## config.mk

```make
export PLATFORM = sky130hd
export DESIGN_NAME = mem_line_controller
export DESIGN_NICKNAME = d
export VERILOG_FILES = /design/src/rtl/mem_line_controller_pkg.sv /design/src/rtl/mem_line_controller_line_shift_buffer.sv /design/src/rtl/mem_line_controller.sv
export SDC_FILE = /design/constraint.sdc
export NUM_CORES = 1
export LEC_CHECK = 0
export ABC_AREA = 1
export BUFFER_PORTS_ARGS = -buffer_cell sky130_fd_sc_hd__buf_4
export CAP_MARGIN = 25
export CORE_ASPECT_RATIO = 1.4
export CORE_MARGIN = 2
export CORE_UTILIZATION = 47
export DETAILED_ROUTE_END_ITERATION = 16
export HOLD_SLACK_MARGIN = 0.05
export PLACE_DENSITY = 0.74
export SYNTH_ARGS = -nofsm -noshare
export SYNTH_HDL_FRONTEND = slang
export SYNTH_SLANG_ARGS = --single-unit
```

## constraint.sdc

```tcl
create_clock -name clkIn -period 22.9 [get_ports clkIn]
set_clock_uncertainty 0.2 [all_clocks]
set_input_delay 4.58 -clock clkIn [delete_from_list [all_inputs] [get_ports clkIn]]
set_output_delay 4.58 -clock clkIn [all_outputs]
set_load 0.02 [all_outputs]
```

## src/rtl/mem_line_controller_pkg.sv

```systemverilog
// Shared encodings for the memory line controller: FSM states, op kinds and
// the memory-mapped I/O base address.
package mem_line_controller_pkg;

   localparam logic [2:0] ST_IDLE       = 3'd0;
   localparam logic [2:0] ST_LINE_READ  = 3'd1;
   localparam logic [2:0] ST_LINE_WRITE = 3'd2;
   localparam logic [2:0] ST_IO_READ    = 3'd3;
   localparam logic [2:0] ST_IO_WRITE   = 3'd4;
   localparam logic [2:0] ST_DONE       = 3'd5;

   typedef enum logic [2:0] {
      S_IDLE       = ST_IDLE,
      S_LINE_READ  = ST_LINE_READ,
      S_LINE_WRITE = ST_LINE_WRITE,
      S_IO_READ    = ST_IO_READ,
      S_IO_WRITE   = ST_IO_WRITE,
      S_DONE       = ST_DONE
   } state_t;

   typedef enum logic [1:0] {
      OP_FILL = 2'd0,
      OP_WB   = 2'd1,
      OP_IORD = 2'd2,
      OP_IOWR = 2'd3
   } op_t;

   localparam logic [31:0] IO_ADDR = 32'h0003_0000;

endpackage

```

## src/rtl/mem_line_controller_line_shift_buffer.sv

```systemverilog
// Line assembly buffer: one byte written per cycle at an index, whole line
// visible on the output and held until overwritten.
module line_shift_buffer #(
   parameter int BLOCK_WIDTH = 4,
   parameter int BLOCK_SIZE  = 2**BLOCK_WIDTH
) (
   input  logic                    clkIn,
   input  logic                    resetIn,
   input  logic                    i_we,
   input  logic [BLOCK_WIDTH-1:0]  i_idx,
   input  logic [7:0]              i_byte,
   output logic [BLOCK_SIZE*8-1:0] o_line
);

   logic [BLOCK_SIZE-1:0][7:0] r_bytes;

   always_ff @(posedge clkIn or posedge resetIn) begin
      if (resetIn) begin
         r_bytes <= '0;
      end else if (i_we) begin
         r_bytes[i_idx] <= i_byte;
      end
   end

   assign o_line = r_bytes;

endmodule

```

## src/rtl/mem_line_controller.sv

```systemverilog
// Memory-side responder for cache line fills, write-backs and byte I/O,
// serialised onto a byte-wide synchronous RAM/IO bus.
module mem_line_controller
   import mem_line_controller_pkg::*;
#(
   parameter int BLOCK_WIDTH = 4,
   parameter int BLOCK_SIZE  = 2**BLOCK_WIDTH
) (
   input  logic                    clkIn,
   input  logic                    resetIn,
   input  logic                    clearIn,
   input  logic                    missIn,
   input  logic [31-BLOCK_WIDTH:0] missAddrIn,
   input  logic                    readWriteIn,
   input  logic [BLOCK_SIZE*8-1:0] writeBackIn,
   input  logic                    ioReqIn,
   input  logic                    ioReadWriteIn,
   input  logic [31:0]             ioAddrIn,
   input  logic [7:0]              ioDataIn,
   input  logic                    ioBufferFull,
   input  logic [7:0]              ramDataIn,
   output logic                    memDataValid,
   output logic [31-BLOCK_WIDTH:0] memAddr,
   output logic [BLOCK_SIZE*8-1:0] memDataOut,
   output logic                    acceptWrite,
   output logic                    mutableMemInValid,
   output logic [31:0]             mutableMemDataOut,
   output logic                    mutableWriteSuc,
   output logic [31:0]             ramAddr,
   output logic [7:0]              ramDataOut,
   output logic                    ramWrite
);

   localparam int KW = BLOCK_WIDTH + 1;
   localparam logic [KW-1:0] K_LAST = KW'(BLOCK_SIZE - 1);
   localparam logic [KW-1:0] K_END  = KW'(BLOCK_SIZE);

   state_t                  r_state, w_next;
   op_t                     r_op;
   logic [KW-1:0]           r_k;
   logic [31-BLOCK_WIDTH:0] r_lineAddr;
   logic [BLOCK_SIZE*8-1:0] r_wbLine;
   logic [31:0]             r_ioAddr;
   logic [7:0]              r_ioData;
   logic [7:0]              r_ioRdData;
   logic                    w_takeMiss;
   logic                    w_fillWe;
   logic [BLOCK_WIDTH-1:0]  w_fillIdx;

   // A flush in IDLE only blocks a fill; write-backs and I/O still go.
   assign w_takeMiss = missIn && !(readWriteIn && clearIn);

   // Byte returned on cycle k belongs to address k-1; wraps to the last byte at k = BLOCK_SIZE.
   assign w_fillIdx = r_k[BLOCK_WIDTH-1:0] - BLOCK_WIDTH'(1);
   assign w_fillWe  = (r_state == S_LINE_READ) && (r_k != '0) && !clearIn;

   always_comb begin
      w_next = r_state;
      case (r_state)
         S_IDLE: begin
            if (ioReqIn)         w_next = ioReadWriteIn ? S_IO_READ : S_IO_WRITE;
            else if (w_takeMiss) w_next = readWriteIn ? S_LINE_READ : S_LINE_WRITE;
         end
         S_LINE_READ: begin
            if (clearIn)          w_next = S_IDLE;
            else if (r_k == K_END) w_next = S_DONE;
         end
         S_LINE_WRITE: if (r_k == K_LAST) w_next = S_DONE;
         S_IO_READ:    if (r_k != '0)     w_next = S_DONE;
         S_IO_WRITE:   if (!ioBufferFull) w_next = S_DONE;
         S_DONE:       w_next = S_IDLE;
         default:      w_next = S_IDLE;
      endcase
   end

   always_comb begin
      ramAddr           = '0;
      ramDataOut        = '0;
      ramWrite          = 1'b0;
      memDataValid      = 1'b0;
      acceptWrite       = 1'b0;
      mutableMemInValid = 1'b0;
      mutableWriteSuc   = 1'b0;
      case (r_state)
         S_LINE_READ: begin
            if (r_k != K_END) ramAddr = {r_lineAddr, r_k[BLOCK_WIDTH-1:0]};
         end
         S_LINE_WRITE: begin
            ramAddr    = {r_lineAddr, r_k[BLOCK_WIDTH-1:0]};
            ramDataOut = r_wbLine[8*r_k[BLOCK_WIDTH-1:0] +: 8];
            ramWrite   = 1'b1;
         end
         S_IO_READ: begin
            if (r_k == '0) ramAddr = r_ioAddr;
         end
         S_IO_WRITE: begin
            if (!ioBufferFull) begin
               ramAddr    = r_ioAddr;
               ramDataOut = r_ioData;
               ramWrite   = 1'b1;
            end
         end
         S_DONE: begin
            case (r_op)
               OP_FILL: memDataValid      = 1'b1;
               OP_WB:   acceptWrite       = 1'b1;
               OP_IORD: mutableMemInValid = 1'b1;
               default: mutableWriteSuc   = 1'b1;
            endcase
         end
         default: ;
      endcase
   end

   always_ff @(posedge clkIn or posedge resetIn) begin
      if (resetIn) begin
         r_state    <= S_IDLE;
         r_op       <= OP_FILL;
         r_k        <= '0;
         r_lineAddr <= '0;
         r_wbLine   <= '0;
         r_ioAddr   <= '0;
         r_ioData   <= '0;
         r_ioRdData <= '0;
      end else begin
         r_state <= w_next;
         case (r_state)
            S_IDLE: begin
               r_k <= '0;
               if (ioReqIn) begin
                  r_op     <= ioReadWriteIn ? OP_IORD : OP_IOWR;
                  r_ioAddr <= ioAddrIn;
                  r_ioData <= ioDataIn;
               end else if (w_takeMiss) begin
                  r_op       <= readWriteIn ? OP_FILL : OP_WB;
                  r_lineAddr <= missAddrIn;
                  r_wbLine   <= writeBackIn;
               end
            end
            S_LINE_READ, S_LINE_WRITE: r_k <= r_k + KW'(1);
            S_IO_READ: begin
               r_k <= r_k + KW'(1);
               if (r_k != '0) r_ioRdData <= ramDataIn;
            end
            default: ;
         endcase
      end
   end

   line_shift_buffer #(
      .BLOCK_WIDTH (BLOCK_WIDTH),
      .BLOCK_SIZE  (BLOCK_SIZE)
   ) u_fill_buf (
      .clkIn   (clkIn),
      .resetIn (resetIn),
      .i_we    (w_fillWe),
      .i_idx   (w_fillIdx),
      .i_byte  (ramDataIn),
      .o_line  (memDataOut)
   );

   assign memAddr           = r_lineAddr;
   assign mutableMemDataOut = {24'd0, r_ioRdData};

endmodule

```

=== Word level (Yosys, flattened, before mapping) ===
Index checks and enable logic that the tools add are counted.

* Div/mod/pow operators: 0
* Multiplexer cells: 34
* Bitwise operators: 1
* Shifts and indexed selects: 1
* Add/sub/neg operators: 2
* Multiply operators: 0
* Reduce and logical (&&, ||, !) cells: 20
* Eq/ne operators: 15
* Order comparisons: 2

{| class="wikitable"
|+ Operators by type and width
! kind !! count
|-
| bitwise mux 128 bit || 1
|-
| one-hot mux 32 bit (4 select lines) || 1
|-
| variable part select 128 x 8 -> 8 bit || 1
|-
| two-way mux 32 bit || 3
|-
| demux 8 bit (select 4 bit) || 1
|-
| two-way mux 3 bit || 8
|-
| two-way mux 8 bit || 2
|-
| one-hot mux 8 bit (2 select lines) || 1
|-
| one-hot mux 3 bit (5 select lines) || 1
|-
| two-way mux 1 bit || 11
|-
| one-hot mux 5 bit (2 select lines) || 1
|-
| equality test 3 x 2 -> 1 bit (second input constant) || 2
|-
| equality test 3 bit (second input constant) || 2
|-
| two-way mux 2 bit || 3
|-
| != test 2 bit (second input constant) || 3
|-
| AND reduction 2 bit || 3
|-
| OR reduction 3 bit || 2
|-
| adder 5 x 1 -> 5 bit (second input constant) || 1
|-
| equality test 5 x 4 -> 1 bit (second input constant) || 1
|-
| equality test 5 bit (second input constant) || 1
|-
| logical AND 1 bit || 5
|-
| logical NOT 5 bit || 1
|-
| less-than comparator 4 x 5 -> 1 bit (second input constant) || 1
|-
| != test 5 bit (second input constant) || 1
|-
| 16 further kinds || 18
|}

* Bits in read-only memories: 0
* Output and inout bits: 233
* Logic and storage cells: 99
* Input bits: 212
* RAM bits: 0
* Bits in registers: 342
* Latch bits: 0
* Memories kept: 0

=== Logic depth before layout (Yosys ltp) ===
* Word-level depth: 6
* Gate-level depth with buffers: 12
* Mapped depth without buffers: 9

=== By module ===
Synthesis repeated with hierarchy kept, for this count alone.

* Cell total of the unflattened synthesis: 1,966
* Area, all modules: 15,638.7 um^2

{| class="wikitable"
|+ By module, submodules not included
! module !! instances !! sequential area each (um^2) !! area an instance (um^2) !! cells an instance
|-
| mem_line_controller || 1 || 5,355.1 || 10,400.0 || 1,354
|-
| line_shift_buffer || 1 || 3,203.1 || 5,238.8 || 612
|}

=== Least setup slack after synthesis ===
No wires, ideal clock.

* Path type: input-to-output
* Start point: in ioBufferFull
* End point: out ramAddr[0]
* Stages: 4
* Data required time: 18.120 ns
* Slack: 12.646 ns
* Arrival time: 5.474 ns
* Cells stage by stage: nor2_2 -> nor2_1 -> buf_2 -> o22ai_1

* Word-level cells in the longest chain between the ends: 2

{| class="wikitable"
|+ Ends and longest elaborated chain
! element !! line !! source
|-
| from (decl) || mem_line_controller.sv:20 || <nowiki>input logic ioBufferFull,</nowiki>
|-
| two-way mux 32 bit || mem_line_controller.sv:97 || <nowiki>if (!ioBufferFull) begin</nowiki>
|-
| one-hot mux 32 bit (4 select lines) || mem_line_controller.sv:84 || <nowiki>case (r_state)</nowiki>
|-
| to (decl) || mem_line_controller.sv:29 || <nowiki>output logic [31:0] ramAddr,</nowiki>
|}

No other way between the ends.

=== Worst setup path after layout ===
* Start point: in ioBufferFull
* End point: out ramAddr[6]

Same word-level chain as after synthesis.

==> impl_metrics.yaml <==
logic_synthesis:
  async_reset_ff_share_pct: 100
  yosys_warnings: 0
  yosys.area.top_type: "dfrtp_1"
  synthesis.area_um2: 15300
  ys_seq_area_share_pct: 55.9
  yosys-top-cells-area: "dfrtp_1 56%, nand2_1 15%, o21ai_0 10%"
  synthCells: 1856
  ys_types: 34
  synth_top_area_share_pct: 55.9
  synth_flop_cell: "dfrtp_1"
  ys_seq_elements: 342
  synth_edf_count: 0
  syn_avg_cell_area_um2: 8.24
power_and_ir_drop:
  p_int_w: 0.00162
  sequentialPowerShare_pct: 35.9
  power_frac_clock_pct: 21.1
  totalPowerFinal_w: 0.00274
  combPwrFrac_pct: 43.0
  pwr_density_cell_nw_per_um2: 139
  swShare_pct: 41.0
  switching_power_w: 0.00112
  total_leakage_power_nw: 10.3
  ir_drop_mv: 0.0819
setup_path:
  cp-startpoint: "ioBufferFull"
  cp.depth: 6
  end_kind: "output pin"
  worstPathRequired_ns: 18.12
  max_stage_delay_ns: 0.47
  crit_buf_inv: 3
  crit_type: "in -> out"
  reg2reg_from: "r_k[1]"
  crit_family: "simple AND/OR/NAND/NOR gates"
  r2r_cells: 7
  path_cells: "buf_4 > nor2_2 > nor2_2 > buf_8 > o22ai_1 > buf_4"
  crit_path_max_fanout: 29
  start_kind: "primary input"
  crit_path_top_delay_cell: "nor2_2"
  worstPathArrival_ns: 5.98
routing:
  routed_via_density: 5.18
  drtIter0Drc: 1035
  ant_nets: 0
  drc: 0
  vias: 13713
  firstDrtPassIters: 5
  wirelength_um: 46800
  routedWlPerCell_um: 17.7
global_routing:
  grt_use_met1_pct: 33.5
  antenna_found_initial: 1
  track_usage_pct: 27.4
  grt_max_degree: 173
  grt_busiest_layer: "met2"
  met3_usage_pct: 4.69
  grt_pass1_wl_um: 72700
  grt.overflow.total: 0
  grt_pass1_vias: 13543
  met2_usage_pct: 47.0
clock_network:
  cts.sinks: 342
  h-tree-depth: 2
  clk_pin_slew_ns: 0.06
  ctsHoldBuffers: 0
  cts-root-buf: "clkbuf_16"
  cts_buffer_depth: 3
  post_cts_buffers: 0
  tritoncts: "yes"
  cts_resized: 0
  clock_latency_ns: 0.52
  cts_inserted_buffers: 35
worst_hold_path:
  hold_depth: 2
  min_from: "r_ioData[5]"
  hold_class: "reg -> reg"
place:
  port_buffers: 420
  placed_cell_area_um2: 18500
  dp_hpwl_um: 33100
  routabilityCongestion: 0.914
floorplan:
  initial_core_util_pct: 47.5
  core_area_um2: 32200
  pin_count: 445
  fp.dieArea_um2: 34000
  die_x_um: 156
  die_h_um: 217
  num_rows: 78
cells_and_area:
  area_growth_pct: 28.7
  antenna_cells: 0
  layout.nets: 2439
  fin_area_um2: 19700
  finalCoreUtilization_pct: 61.2
  nFillCells: 2807
  drive_above_1_share_pct: 23.9
sta:
  max_freq_ghz: 0.0929
  tightest_slew_ns: 1.04
  finalHoldViolations: 0
  slew-limit-headroom_pct: 30.7
  grt_setup_unrepaired: "no"
  period_minus_slack_ns: 10.76
  setup_viol: 0
  drv_slew: 0
  period_share_pct: 47.0
  setup_tns_ns: 0
status:
  status: "complete, no violations"
run:
  drv_cap: 0
cell usage after synthesis (2+ instances only):
master / count
nand2_2: 12
nand2_1: 611
inv_1: 218
o21ai_1: 12
a21oi_1: 2
buf_6: 2
nor3_1: 10
nor2_1: 17
buf_1: 6
nand3_1: 111
dfrtp_1: 342
o22ai_1: 33
nand3_2: 3
nor2_2: 14
ha_1: 7
inv_2: 5
buf_2: 44
buf_4: 27
nor2_4: 2
clkbuf_1: 47
o21ai_0: 318
worst register-to-register path: stages, from the launching register on:
cell and delay (ns):
dfrtp_2 0.94, inv_4 0.45, ha_1 0.35, xnor2_2 0.24
nand2_2 0.43, nor2_2 0.53, nand2_1 0.09, nand2_1 0.09
state kept, by name (all words and copies together) (netlist names):
name / flops
r_wbLine: 128
r_state: 3
r_ioAddr: 32
r_k: 5
u_fill_buf.o_line: 128
r_ioData: 8
r_op: 2
memAddr: 28
r_ioRdData: 8
path summary, 6_finish.rpt:
path / to / slack (ns)
worst max-delay path: ramAddr[6] / 12.14
worst min-delay path: r_ioData[5] / 0.27
worst max register to register: u_fill_buf.o_line[8] / 19.52
worst min register to register: r_ioData[5] / 0.27
max in group asynchronous: r_k[1] / 17.01
min in group asynchronous: u_fill_buf.o_line[22] / 3.95
routing by layer:
metal  vias to the layer above  wire, um
met2                       584     23400
met1                      6498     17900
li1                       6512         -
met5                         -        10
met4                         2      2250
met3                       117      3280
logic make-up after synthesis:
| group | synth area share [%] |
|---|---|
| adders and majority gates | 0.573 |
| AOI/OAI and AO/OA | 12.3 |
| buffers and inverters | 9.84 |
| other | 0.0245 |
| DFF | 55.9 |
| xor gates and xnor gates | 0.270 |
| and+or+nand+nor | 21.0 |
layout make-up:
class	count	area, um^2	area share, %
clock buffers	47	1020	5.20
multi-input cells	1184	5330	27.1
well taps	400	500	2.54
clock inverters	16	144	0.731
repair buffers	431	3280	16.6
inverters	226	863	4.38
flip-flops and latches	342	8560	43.5
layout by cell type, fill, tap and decap left out, types with 9 or more instances in the layout:
master | netlist | routed
o21ai_1 | 12 | 12
nand3_1 | 111 | 111
clkinv_2 | 0 | 9
nand2_2 | 12 | 12
o21ai_0 | 318 | 318
dfrtp_1 | 342 | 340
inv_1 | 218 | 217
buf_4 | 27 | 428
nor3_1 | 10 | 10
nor2_2 | 14 | 14
nor2_1 | 17 | 16
clkbuf_16 | 0 | 37
conb_1 | 1 | 24
nand2_1 | 611 | 611
o22ai_1 | 33 | 33
power by group through the flow:
stage	Sequential [W]	Combinational (W)	Clock [W]
detailed placement	0.000988	0.00117	0
finish	0.000983	0.00118	0.000578
floorplan	0.00109	0.000611	0
global route	0.00101	0.00131	0.000612
CTS	0.000980	0.00118	0.000586
global placement	0.000981	0.00114	0
stage by stage:
stage / setup slack, ns / instances / hold WS [ns]
2_1_floorplan: 8.64 / 1879 / 0.242
3_3_place_gp: 12.03 / 2581 / 0.261
3_5_place_dp: 12.12 / 2582 / 0.260
4_1_cts: 12.11 / 2645 / 0.275
5_1_grt: 12.09 / 2646 / 0.291
6_report: 12.14 / 2646 / 0.273
(Power assumes the default switching activity.)
